`src/rtl/pipe_stage_buf.sv`:
```
// Elastic valid/ready pipeline register with a DEPTH-entry in-order buffer.
// Optional perf counters are enabled with `define PIPE_STAGE_BUF_PERF_EN.
module pipe_stage_buf #(
  parameter int                 DATA_W    = 32,
  parameter int                 SIDE_W    = 1,
  parameter int                 DEPTH     = 2,
  parameter logic [DATA_W-1:0]  NOP_VALUE = '0
) (
  input  logic                         clk,
  input  logic                         rst,
  input  logic                         flush,
  input  logic                         up_valid,
  input  logic [DATA_W-1:0]            up_data,
  input  logic [SIDE_W-1:0]            up_side,
  output logic                         up_ready,
  output logic                         dn_valid,
  output logic [DATA_W-1:0]            dn_data,
  input  logic                         dn_ready,
  output logic [SIDE_W-1:0]            side_q,
  output logic [$clog2(DEPTH+1)-1:0]   count,
  output logic [31:0]                  stall_cnt,
  output logic [31:0]                  bubble_cnt
);

  localparam int CW = $clog2(DEPTH+1);
  localparam int PW = (DEPTH > 1) ? $clog2(DEPTH) : 1;

  logic [DATA_W-1:0] mem_q [DEPTH];
  logic [CW-1:0]     cnt_q, cnt_d;
  logic [PW-1:0]     rd_q, rd_d;
  logic [PW-1:0]     wr_q, wr_d;
  logic              push, pop;

  // Explicit wrap so non-power-of-2 depths work.
  function automatic logic [PW-1:0] inc(input logic [PW-1:0] p);
    return (p == PW'(DEPTH-1)) ? '0 : p + PW'(1);
  endfunction

  assign up_ready = (cnt_q < CW'(DEPTH));
  assign dn_valid = (cnt_q != '0);
  assign dn_data  = dn_valid ? mem_q[rd_q] : NOP_VALUE;
  assign count    = cnt_q;

  assign push = up_valid & up_ready & ~flush;
  assign pop  = dn_valid & dn_ready & ~flush;

  always_comb begin
    cnt_d = cnt_q;
    rd_d  = rd_q;
    wr_d  = wr_q;
    if (flush) begin
      cnt_d = '0;
      rd_d  = '0;
      wr_d  = '0;
    end else begin
      if (push) wr_d = inc(wr_q);
      if (pop)  rd_d = inc(rd_q);
      if (push && !pop)      cnt_d = cnt_q + CW'(1);
      else if (pop && !push) cnt_d = cnt_q - CW'(1);
    end
  end

  always_ff @(posedge clk or negedge rst) begin
    if (!rst) begin
      cnt_q  <= '0;
      rd_q   <= '0;
      wr_q   <= '0;
      side_q <= '0;
    end else begin
      cnt_q <= cnt_d;
      rd_q  <= rd_d;
      wr_q  <= wr_d;
      if (flush)     side_q <= '0;
      else if (push) side_q <= up_side;
    end
  end

  // Payload storage needs no reset; validity lives in cnt_q.
  always_ff @(posedge clk) begin
    if (push) mem_q[wr_q] <= up_data;
  end

`ifdef PIPE_STAGE_BUF_PERF_EN
  logic [31:0] stall_q, bubble_q;

  always_ff @(posedge clk or negedge rst) begin
    if (!rst) begin
      stall_q  <= '0;
      bubble_q <= '0;
    end else begin
      if (dn_valid && !dn_ready && stall_q != '1)
        stall_q <= stall_q + 32'd1;
      if (!dn_valid && dn_ready && bubble_q != '1)
        bubble_q <= bubble_q + 32'd1;
    end
  end

  assign stall_cnt  = stall_q;
  assign bubble_cnt = bubble_q;
`else
  assign stall_cnt  = 32'h0;
  assign bubble_cnt = 32'h0;
`endif

endmodule

```
`config.mk`:
```
export PLATFORM = sky130hd
export DESIGN_NAME = pipe_stage_buf
export DESIGN_NICKNAME = d
export VERILOG_FILES = /design/src/rtl/pipe_stage_buf.sv
export SDC_FILE = /design/constraint.sdc
export NUM_CORES = 1
export LEC_CHECK = 0
export ABC_AREA = 0
export CAP_MARGIN = 20
export CORE_UTILIZATION = 39
export CTS_BUF_LIST = sky130_fd_sc_hd__clkbuf_8
export CTS_CLUSTER_SIZE = 24
export DETAILED_ROUTE_END_ITERATION = 12
export GPL_ROUTABILITY_DRIVEN = 1
export GPL_TIMING_DRIVEN = 0
export PLACE_DENSITY_LB_ADDON = 0.15
export SETUP_SLACK_MARGIN = 0.3
export SLEW_MARGIN = 15
export SYNTH_ARGS = -nofsm -noshare
export SYNTH_HDL_FRONTEND = slang
export SYNTH_SLANG_ARGS = --single-unit
```
`constraint.sdc`:
```
create_clock -name clk -period 3.3 [get_ports clk]
set_input_delay 0.33 -clock clk [delete_from_list [all_inputs] [get_ports clk]]
set_output_delay 0.33 -clock clk [all_outputs]
set_load 0.02 [all_outputs]
```
==> results of run 1 <==
## worst max-delay path: stages, from the launching register on
cell	delay, ns
dfrtp_1	0.45
nor2_2	0.26
buf_2	0.28
nor2_1	0.08
clkdlybuf4s50_1	0.55
## cell usage in the layout (no fill, tap or decap), types with 2 or more instances in the layout
master / count
buf_2: 4
mux2i_1: 33
xor2_1: 2
clkdlybuf4s50_1: 74
dfrtp_1: 5
o21ai_0: 2
buf_6: 5
inv_1: 3
buf_8: 2
buf_4: 64
edfxtp_1: 64
conb_1: 64
clkbuf_8: 9
nor2_1: 35
bufinv_16: 2
## report_power, final
part	total (mW)	internal [mW]	switching [mW]
clock network	0.743	0.423	0.320
logic	0.399	0.191	0.209
registers	1.01	0.996	0.0114
total	2.15	1.61	0.540
## through the flow
stage | hold WS, ns | power, mW | util, % | instance area (um^2) | setup WS, ns
3_5_place_dp | 0.526 | 1.43 | 55.7 | 4350 | 1.04
4_1_cts | 0.201 | 2.17 | 58.4 | 4560 | 0.942
6_report | 0.208 | 2.15 | 58.4 | 4560 | 1.02
3_3_place_gp | 0.517 | 1.41 | 54.9 | 4280 | -0.275
2_1_floorplan | 0.0344 | 1.28 | - | 3420 | 0.854
5_1_grt | 0.200 | 2.24 | 58.4 | 4560 | 0.844
## sequential cells by signal, indices dropped and copies added, names as in the netlist
register / count
rd_q: 1
side_q: 1
mem_q: 64
count: 2
wr_q: 1
## kinds of logic (layout without fill, tap and decap cells)
family / after synthesis / after routing / synth area share [%]
mux: 34 / 34 / 10.9
buf+inv: 73 / 167 / 17.1
flops: 69 / 69 / 64.6
compound gates: 4 / 4 / 0.750
simple gates: 43 / 43 / 6.00
xor+xnor: 2 / 2 / 0.553
other cells: 1 / 64 / 0.118
## routing by layer
| layer | vias to the layer above | global-route usage (%) | routed length (um) |
|---|---|---|---|
| li1 | 953 | - | - |
| met1 | 859 | 15.3 | 2310 |
| met2 | 100 | 23.8 | 2750 |
| met3 | 10 | 5.14 | 558 |
| met4 | 0 | 6.64 | 114 |
| met5 | - | 0 | 0 |
## final cells by class
cell class / instances / area, um^2
buffer: 71 / 534
clock buffer: 9 / 124
clock inverter: 7 / 90.1
fill: 643 / 3240
inverter: 2 / 7.51
multi-input combinational: 147 / 840
sequential: 69 / 2050
tap: 102 / 128
timing repair buffer: 78 / 793
## how the worst min path moves through the flow
stage	start	end	depth (start not counted)
5_1_grt	rst	rd_q$_DFFE_PN0P_	1
3_3_place_gp	side_q$_DFFE_PN0P_	side_q$_DFFE_PN0P_	2
3_5_place_dp	side_q$_DFFE_PN0P_	side_q$_DFFE_PN0P_	2
6_report	rst	rd_q$_DFFE_PN0P_	1
4_1_cts	rst	rd_q$_DFFE_PN0P_	1
2_1_floorplan	rst	count[0]$_DFFE_PN0P_	0
==> impl_metrics.toml, run 1 <==
[worst_setup_path]
critPathCaptureType = "output pin"
rr_worst_depth = 3
crit_arrival_ns = 1.95
crit_fanout = 10
reg2reg_to = "mem_q[1][20]$_DFFE_PP_"
endpoint = "dn_data[16]"
cp.required_ns = 2.97
critPathKind = "register to output pin"
timing.rr.start = "count[1]$_DFFE_PN0P_"
cp-startpoint = "count[1]$_DFFE_PN0P_"
start_kind = "register"
r2r_slack_ns = 1.44

[synth]
netlist_top_cells_area = "edfxtp_1 61%, buf_4 15%, mux2i_1 10%, nor2_1 4.1%, dfrtp_1 3.9%"
netlist-cell-type-count = 22
yosysWarnings = 0
synth_top_area_share_pct = 60.6
ys_ff_latch = 69
ys.flop_type = "edfxtp_1"
synth_edf_count = 64
synth_largest_area_cell = "edfxtp_1"
synthCells = 226
netlist_area_um2 = 3170
synth_common_cells = "64 x buf_4, 64 x edfxtp_1, 35 x nor2_1"
synth.avg_cell_area_um2 = 14.0
ys_seq_area_share_pct = 64.6
ys_async_sr_fraction_pct = 7.25

[clocking]
hold_buffers = 0
clock_latency_ns = 0.34
cts_tree = "done"
cts_buffers = 9
cts_sinks = 69
cts_resized = 0
post_cts.repair.setup_buffers = 0
clk_pin_slew_ns = 0.07
h-tree-depth = 3
cts-root-buf = "clkbuf_8"
clk_path_buf_depth = 2

[finish]
drive_above_1_share_pct = 25.1
n_antenna_cell = 0
areaGrowthSynthToFinish_pct = 44.0
nets = 416
final_cell_count_no_fill = 485

[timing]
slew_violations = 0
setup_viol = 0
finalHoldViolCount = 0
worst_pin_slew_ns = 0.736
rsz0062_at_grt = "false"
min_period_over_period_pct = 69.2
fin_setup_tns_ns = 0
finalCriticalPeriod_ns = 2.28
max_clock_freq_mhz = 438
slew-limit-headroom_pct = 50.9
finClkSkew_ns = 0.00680

[pwr]
cellPowerDensity_nw_per_um2 = 471
cellLeakagePower_nw = 1.86
peakVddDrop_uv = 288

[die]
rows = 32
io_pins = 139
die_area_um2 = 8490
die_h_um = 92.1
core_area_um2 = 7810
start_util_pct = 40.6
die_x_um = 92.1

[job]
drv_cap = 0

[placed_design]
place_inst = 469
dp_hpwl_um = 4170
io_buffers = 74
gp_congestion = 0.632

[hold_path]
holdCritPathClass = "input pin to asynchronous set/reset pin"

[routing]
viasPerCell = 3.96
drtPass1Iterations = 4
via_count = 1922
drc = 0
drtIter0Drc = 58
ant_nets = 0
avgRoutedWirePerCell_um = 11.8
wirelength_um = 5730

[grt]
grtUsageTotal_pct = 13.9
grt_pass1_vias = 1776
grt-ovfl-total = 0
grt_max_degree = 13
antenna_found_initial = 0
grt_pass1_wl_um = 8760

[run_status]
outcome = "finished clean"
(Power assumes the default switching activity.)
==> run 2, diff against run 1 <==
--- a/config.mk
+++ b/config.mk
@@ -7,7 +7,7 @@
 export LEC_CHECK = 0
 export ABC_AREA = 0
 export CAP_MARGIN = 20
-export CORE_UTILIZATION = 39
+export CORE_UTILIZATION = 43
 export CTS_BUF_LIST = sky130_fd_sc_hd__clkbuf_8
 export CTS_CLUSTER_SIZE = 24
 export DETAILED_ROUTE_END_ITERATION = 12
==> constraint.sdc (replaced) <==
create_clock -name clk -period 2.3 [get_ports clk]
set_input_delay 0.23 -clock clk [delete_from_list [all_inputs] [get_ports clk]]
set_output_delay 0.23 -clock clk [all_outputs]
set_load 0.02 [all_outputs]
==> run 2 against run 1 <==
Effect of this change:
- final area is 1.1% lower
- critical path depth is 1 higher
- hold slack worse by 0.098 ns
- die area is 9.1% lower
- critical endpoint is now dn_data[10]
- largest power group unchanged
==> impl_metrics.toml, run 2 (synthesized netlist as in run 1, its figures left out) <==
[run_status]
outcome = "finished clean"

[pwr]
switching_share_pct = 25.6
p_int_mw = 2.17
p_seq_share_pct = 49.6
p_sw_mw = 0.746
p_clk_share_pct = 31.5
finalPower_mw = 2.91
p_comb_share_pct = 18.9
cellPowerDensity_nw_per_um2 = 645
cellLeakagePower_nw = 2.01
peakVddDrop_uv = 482

[grt]
grt_max_degree = 18
grt_pass1_vias = 1657
grt_pass1_wl_um = 7800
grt-ovfl-total = 0
antenna_found_initial = 0
grtUsageTotal_pct = 14.2

[placed_design]
place_ws_ns = 0.428
io_buffers = 74
dp_hpwl_um = 3860
gp_congestion = 0.675

[worst_setup_path]
crit_arrival_ns = 1.65
reg2reg_to = "mem_q[1][26]$_DFFE_PP_"
critPathKind = "register to output pin"
endpoint = "dn_data[10]"
r2r_slack_ns = 0.71
critPathCaptureType = "output pin"
timing.rr.start = "count[1]$_DFFE_PN0P_"
start_kind = "register"
rr_worst_depth = 3
cp.required_ns = 2.07
crit_fanout = 10
cp-startpoint = "rd_q$_DFFE_PN0P_"

[clocking]
h-tree-depth = 3
cts_sinks = 69
clock_latency_ns = 0.34
cts_buffers = 9
hold_buffers = 0
clk_pin_slew_ns = 0.07
cts-root-buf = "clkbuf_8"
cts_tree = "done"
post_cts.repair.setup_buffers = 0
clk_path_buf_depth = 2

[die]
core_area_um2 = 6940
die_area_um2 = 7720
rows = 30
start_util_pct = 45.6
io_pins = 139
die_h_um = 87.9
die_x_um = 87.9

[timing]
holdWs_ns = 0.110
setup_ws_ns = 0.421
max_clock_freq_mhz = 532
finalHoldViolCount = 0
rsz0062_at_grt = "false"
min_period_over_period_pct = 81.7
fin_setup_tns_ns = 0
finClkSkew_ns = 0.00700
slew_violations = 0
finalCriticalPeriod_ns = 1.88
setup_viol = 0

[finish]
n_antenna_cell = 0
layout_commonest_cell = "buf_4"
areaGrowthSynthToFinish_pct = 42.4
fin_util_pct = 65.0
final_cell_mix = "67 x buf_4, 64 x conb_1, 64 x edfxtp_1, 41 x clkdlybuf4s50_1, 35 x nor2_1"
largest-register = "mem_q"
fill_cells = 519
nets = 416
drive_above_1_share_pct = 25.3
largest_reg_flops = 64

[routing]
drtPass1Iterations = 4
drc = 0
wirelength_um = 5390
drtIter0Drc = 33
ant_nets = 0
avgRoutedWirePerCell_um = 11.3
via_count = 1891
viasPerCell = 3.95

[hold_path]
holdCritPathClass = "input pin to asynchronous set/reset pin"

[job]
drv_cap = 0
[run 2: changes by cell type in the layout (fill, tap and decap cells not counted), moves of 2 or more]
| cell | previous run | this run |
|---|---|---|
| clkinv_2 | 1 | 4 |
| buf_8 | 2 | 4 |
| clkdlybuf4s50_1 | 74 | 41 |
| dlygate4sd2_1 | 0 | 31 |
| dlymetal6s2s_1 | 0 | 2 |
| buf_4 | 64 | 67 |
| buf_6 | 5 | 3 |
| buf_2 | 4 | 0 |
[run 2: routing by layer]
metal / GRT usage, % / vias up / routed length, um
met5: 0 / - / 0
met4: 7.60 / 0 / 106
met3: 4.90 / 10 / 510
met2: 24.1 / 97 / 2590
met1: 15.7 / 820 / 2180
li1: - / 964 / -
[run 2: area by class of cell]
class	count	area, um^2	area share, %
buffer	71	544	12.1
clock buffer	9	124	2.74
clock inverter	7	57.6	1.28
inverter	2	7.51	0.166
multi-input combinational	147	845	18.7
sequential	69	2050	45.4
tap	96	120	2.66
timing repair buffer	78	767	17.0
[run 2: power groups by stage]
stage / Combinational [mW] / Sequential [mW] / Clock, mW
after global placement: 0.557 / 1.47 / 0
after floorplan: 0.366 / 1.47 / 0
after CTS: 0.552 / 1.45 / 0.933
after global routing: 0.594 / 1.45 / 0.987
final: 0.549 / 1.45 / 0.918
after detailed placement: 0.574 / 1.47 / 0
[run 2: worst min path at each step]
stage,startpoint,cells after the start,endpoint,slack [ns]
6_report,rst,1,rd_q$_DFFE_PN0P_,0.11
5_1_grt,rst,1,rd_q$_DFFE_PN0P_,0.12
4_1_cts,rst,1,rd_q$_DFFE_PN0P_,0.10
3_5_place_dp,rst,1,side_q$_DFFE_PN0P_,0.48
3_3_place_gp,rst,1,side_q$_DFFE_PN0P_,0.48
2_1_floorplan,rst,0,count[0]$_DFFE_PN0P_,-0.07
[run 2: through the flow]
stage / cells / cell area [um^2]
after floorplan: 289 / 3430
after detailed placement: 463 / 4350
after global routing: 479 / 4510
final: 479 / 4510
after global placement: 459 / 4290
after CTS: 479 / 4510
[run 2: critical path: stages (launching register included)]
cell and delay, ns:
dfrtp_1 0.36, clkbuf_4 0.18, buf_6 0.17, mux2i_1 0.12
nor2_1 0.12, dlygate4sd2_1 0.35
[run 2: repair_timing]
| item | in CTS | in global routing |
|---|---|---|
| cloned | 0 | 0 |
| endpoints found under the setup margin | 31 | 6 |
| gates resized for setup | 35 | 3 |
==> run 3, diff against run 2 <==
==> constraint.sdc (replaced) <==
create_clock -name clk -period 1.8 [get_ports clk]
set_input_delay 0.18 -clock clk [delete_from_list [all_inputs] [get_ports clk]]
set_output_delay 0.18 -clock clk [all_outputs]
set_load 0.02 [all_outputs]
==> run 3 against run 2 <==
Effect of this change:
- non-clock buffer count increased by 50
- sequential cell count stayed put
- count of clock-buffer cells in the layout did not move
- combinational power grew 81%
- highest routed layer unchanged
- global-route usage is 2.5 points higher
- register-to-register slack worse by 0.56 ns
- final cell count is 10% higher
- routed wire length rose by 21%
- sequential share of layout area decreased by 6.6 points
- total power is 39% higher
- final area grew 17%
- largest cell class unchanged
- hold slack lost 0.037 ns
==> impl_metrics.toml, run 3 (synthesized netlist as in run 1, its figures left out) <==
[run_status]
outcome = "finished clean"

[grt]
grt_pass1_vias = 1935
grt_pass1_wl_um = 9320
grtUsageTotal_pct = 16.7
grt-ovfl-total = 0
antenna_found_initial = 0
grt_max_degree = 13

[worst_setup_path]
timing.rr.start = "count[1]$_DFFE_PN0P_"
crit_fanout = 5
start_kind = "register"
critPathCaptureType = "output pin"
cp.required_ns = 1.62
cp-startpoint = "rd_q$_DFFE_PN0P_"
critPathKind = "register to output pin"
rr_worst_depth = 6
crit_arrival_ns = 1.51

[finish]
areaGrowthSynthToFinish_pct = 66.5
nets = 466
n_antenna_cell = 0
final_cell_mix = "102 x buf_4, 64 x conb_1, 64 x edfxtp_1, 37 x clkdlybuf4s50_1, 29 x buf_6"
drive_above_1_share_pct = 45.5
largest-register = "mem_q"
final_cell_count_no_fill = 529
layout_commonest_cell = "buf_4"
fill_cells = 458
largest_reg_flops = 64

[pwr]
switching_share_pct = 25.9
p_clk_share_pct = 29.5
p_sw_mw = 1.04
cellPowerDensity_nw_per_um2 = 765
cellLeakagePower_nw = 2.30
p_int_mw = 2.99
finalPower_mw = 4.04
p_comb_share_pct = 24.6
peakVddDrop_uv = 639
p_seq_share_pct = 45.8

[placed_design]
place_ws_ns = -0.290
io_buffers = 74
place_inst = 463
dp_hpwl_um = 3970
gp_congestion = 0.700

[clocking]
h-tree-depth = 3
cts_tree = "done"
cts-root-buf = "clkbuf_8"
cts_buffers = 9
clock_latency_ns = 0.34
hold_buffers = 0
clk_pin_slew_ns = 0.07
clk_path_buf_depth = 2
cts_sinks = 69

[routing]
ant_nets = 0
via_count = 2166
drtPass1Iterations = 4
viasPerCell = 4.09
drtIter0Drc = 37
avgRoutedWirePerCell_um = 12.3
wirelength_um = 6520
drc = 0

[die]
die_area_um2 = 7720
die_x_um = 87.9
io_pins = 139
rows = 30
die_h_um = 87.9
core_area_um2 = 6940
start_util_pct = 45.6

[timing]
max_clock_freq_mhz = 593
setup_viol = 0
finalHoldViolCount = 0
finClkSkew_ns = 0.00809
holdWs_ns = 0.0730
min_period_over_period_pct = 93.7
finalCriticalPeriod_ns = 1.69
slew_violations = 0
fin_setup_tns_ns = 0
setup_ws_ns = 0.113
rsz0062_at_grt = "true"

[hold_path]
holdCritPathClass = "input pin to asynchronous set/reset pin"

[job]
drv_cap = 0
## run 3: cell count changes in the layout (fill, tap and decap cells not counted), sizes merged
cell | before | now
dlygate4sd2 | 31 | 2
dlymetal6s2s | 2 | 1
buf | 74 | 157
clkinv | 5 | 4
clkdlybuf4s50 | 41 | 37
inv | 3 | 2
clkbuf | 10 | 11
clkinvlp | 0 | 2
## run 3: repair_timing
action | 4_1_cts | 5_1_grt
buffers inserted | 34 | 11
pin swaps | 7 | 15
endpoints found under the setup margin | 86 | 100
cloned | 4 | 1
gates resized for setup | 191 | 59
## run 3: worst paths after layout
path / end / slack [ns]
min reg2reg: side_q$_DFFE_PN0P_ / 0.54
min in group clk: mem_q[1][27]$_DFFE_PP_ / 0.42
max reg2reg: mem_q[1][31]$_DFFE_PP_ / 0.15
max: dn_data[7] / 0.11
min: side_q$_DFFE_PN0P_ / 0.07
max in group asynchronous: count[1]$_DFFE_PN0P_ / 1.51
## run 3: worst max-delay path: stages, from the launching register on
cell and delay [ns]:
dfrtp_1 0.38, buf_6 0.14, buf_12 0.13, buf_6 0.12
mux2i_1 0.18, nor2_1 0.07, buf_4 0.16
## run 3: final cells by class
class | instances | area (um^2) | area share (%)
inverters | 2 | 10.0 | 0.190
well taps | 96 | 120 | 2.28
repair buffers | 128 | 1380 | 26.1
clock buffers | 9 | 124 | 2.35
multi-input cells | 147 | 932 | 17.7
plain buffers | 71 | 597 | 11.3
flip-flops and latches | 69 | 2050 | 38.8
clock inverters | 7 | 66.3 | 1.26
## run 3: power by group through the flow
stage,Clock (mW),Combinational [mW],Sequential [mW]
after floorplan,0,0.468,1.88
after global placement,0,0.712,1.88
after detailed placement,0,0.737,1.88
after CTS,1.21,0.887,1.85
after global routing,1.29,1.06,1.86
final,1.19,0.994,1.85
## run 3: through the flow
stage                     instance area, um^2  util, %
after floorplan                          3430        -
after global placement                   4290     61.8
after detailed placement                 4360     62.8
after CTS                                4960     71.5
after global routing                     5280     76.0
final                                    5280     76.0
## run 3: layer usage
metal  GRT usage [%]  up-vias  routed length, um
met5               0        -                  0
met1            20.5      996               2700
met4            7.45        0                121
li1                -     1055                  -
met3            4.71       13                501
met2            27.4      102               3200
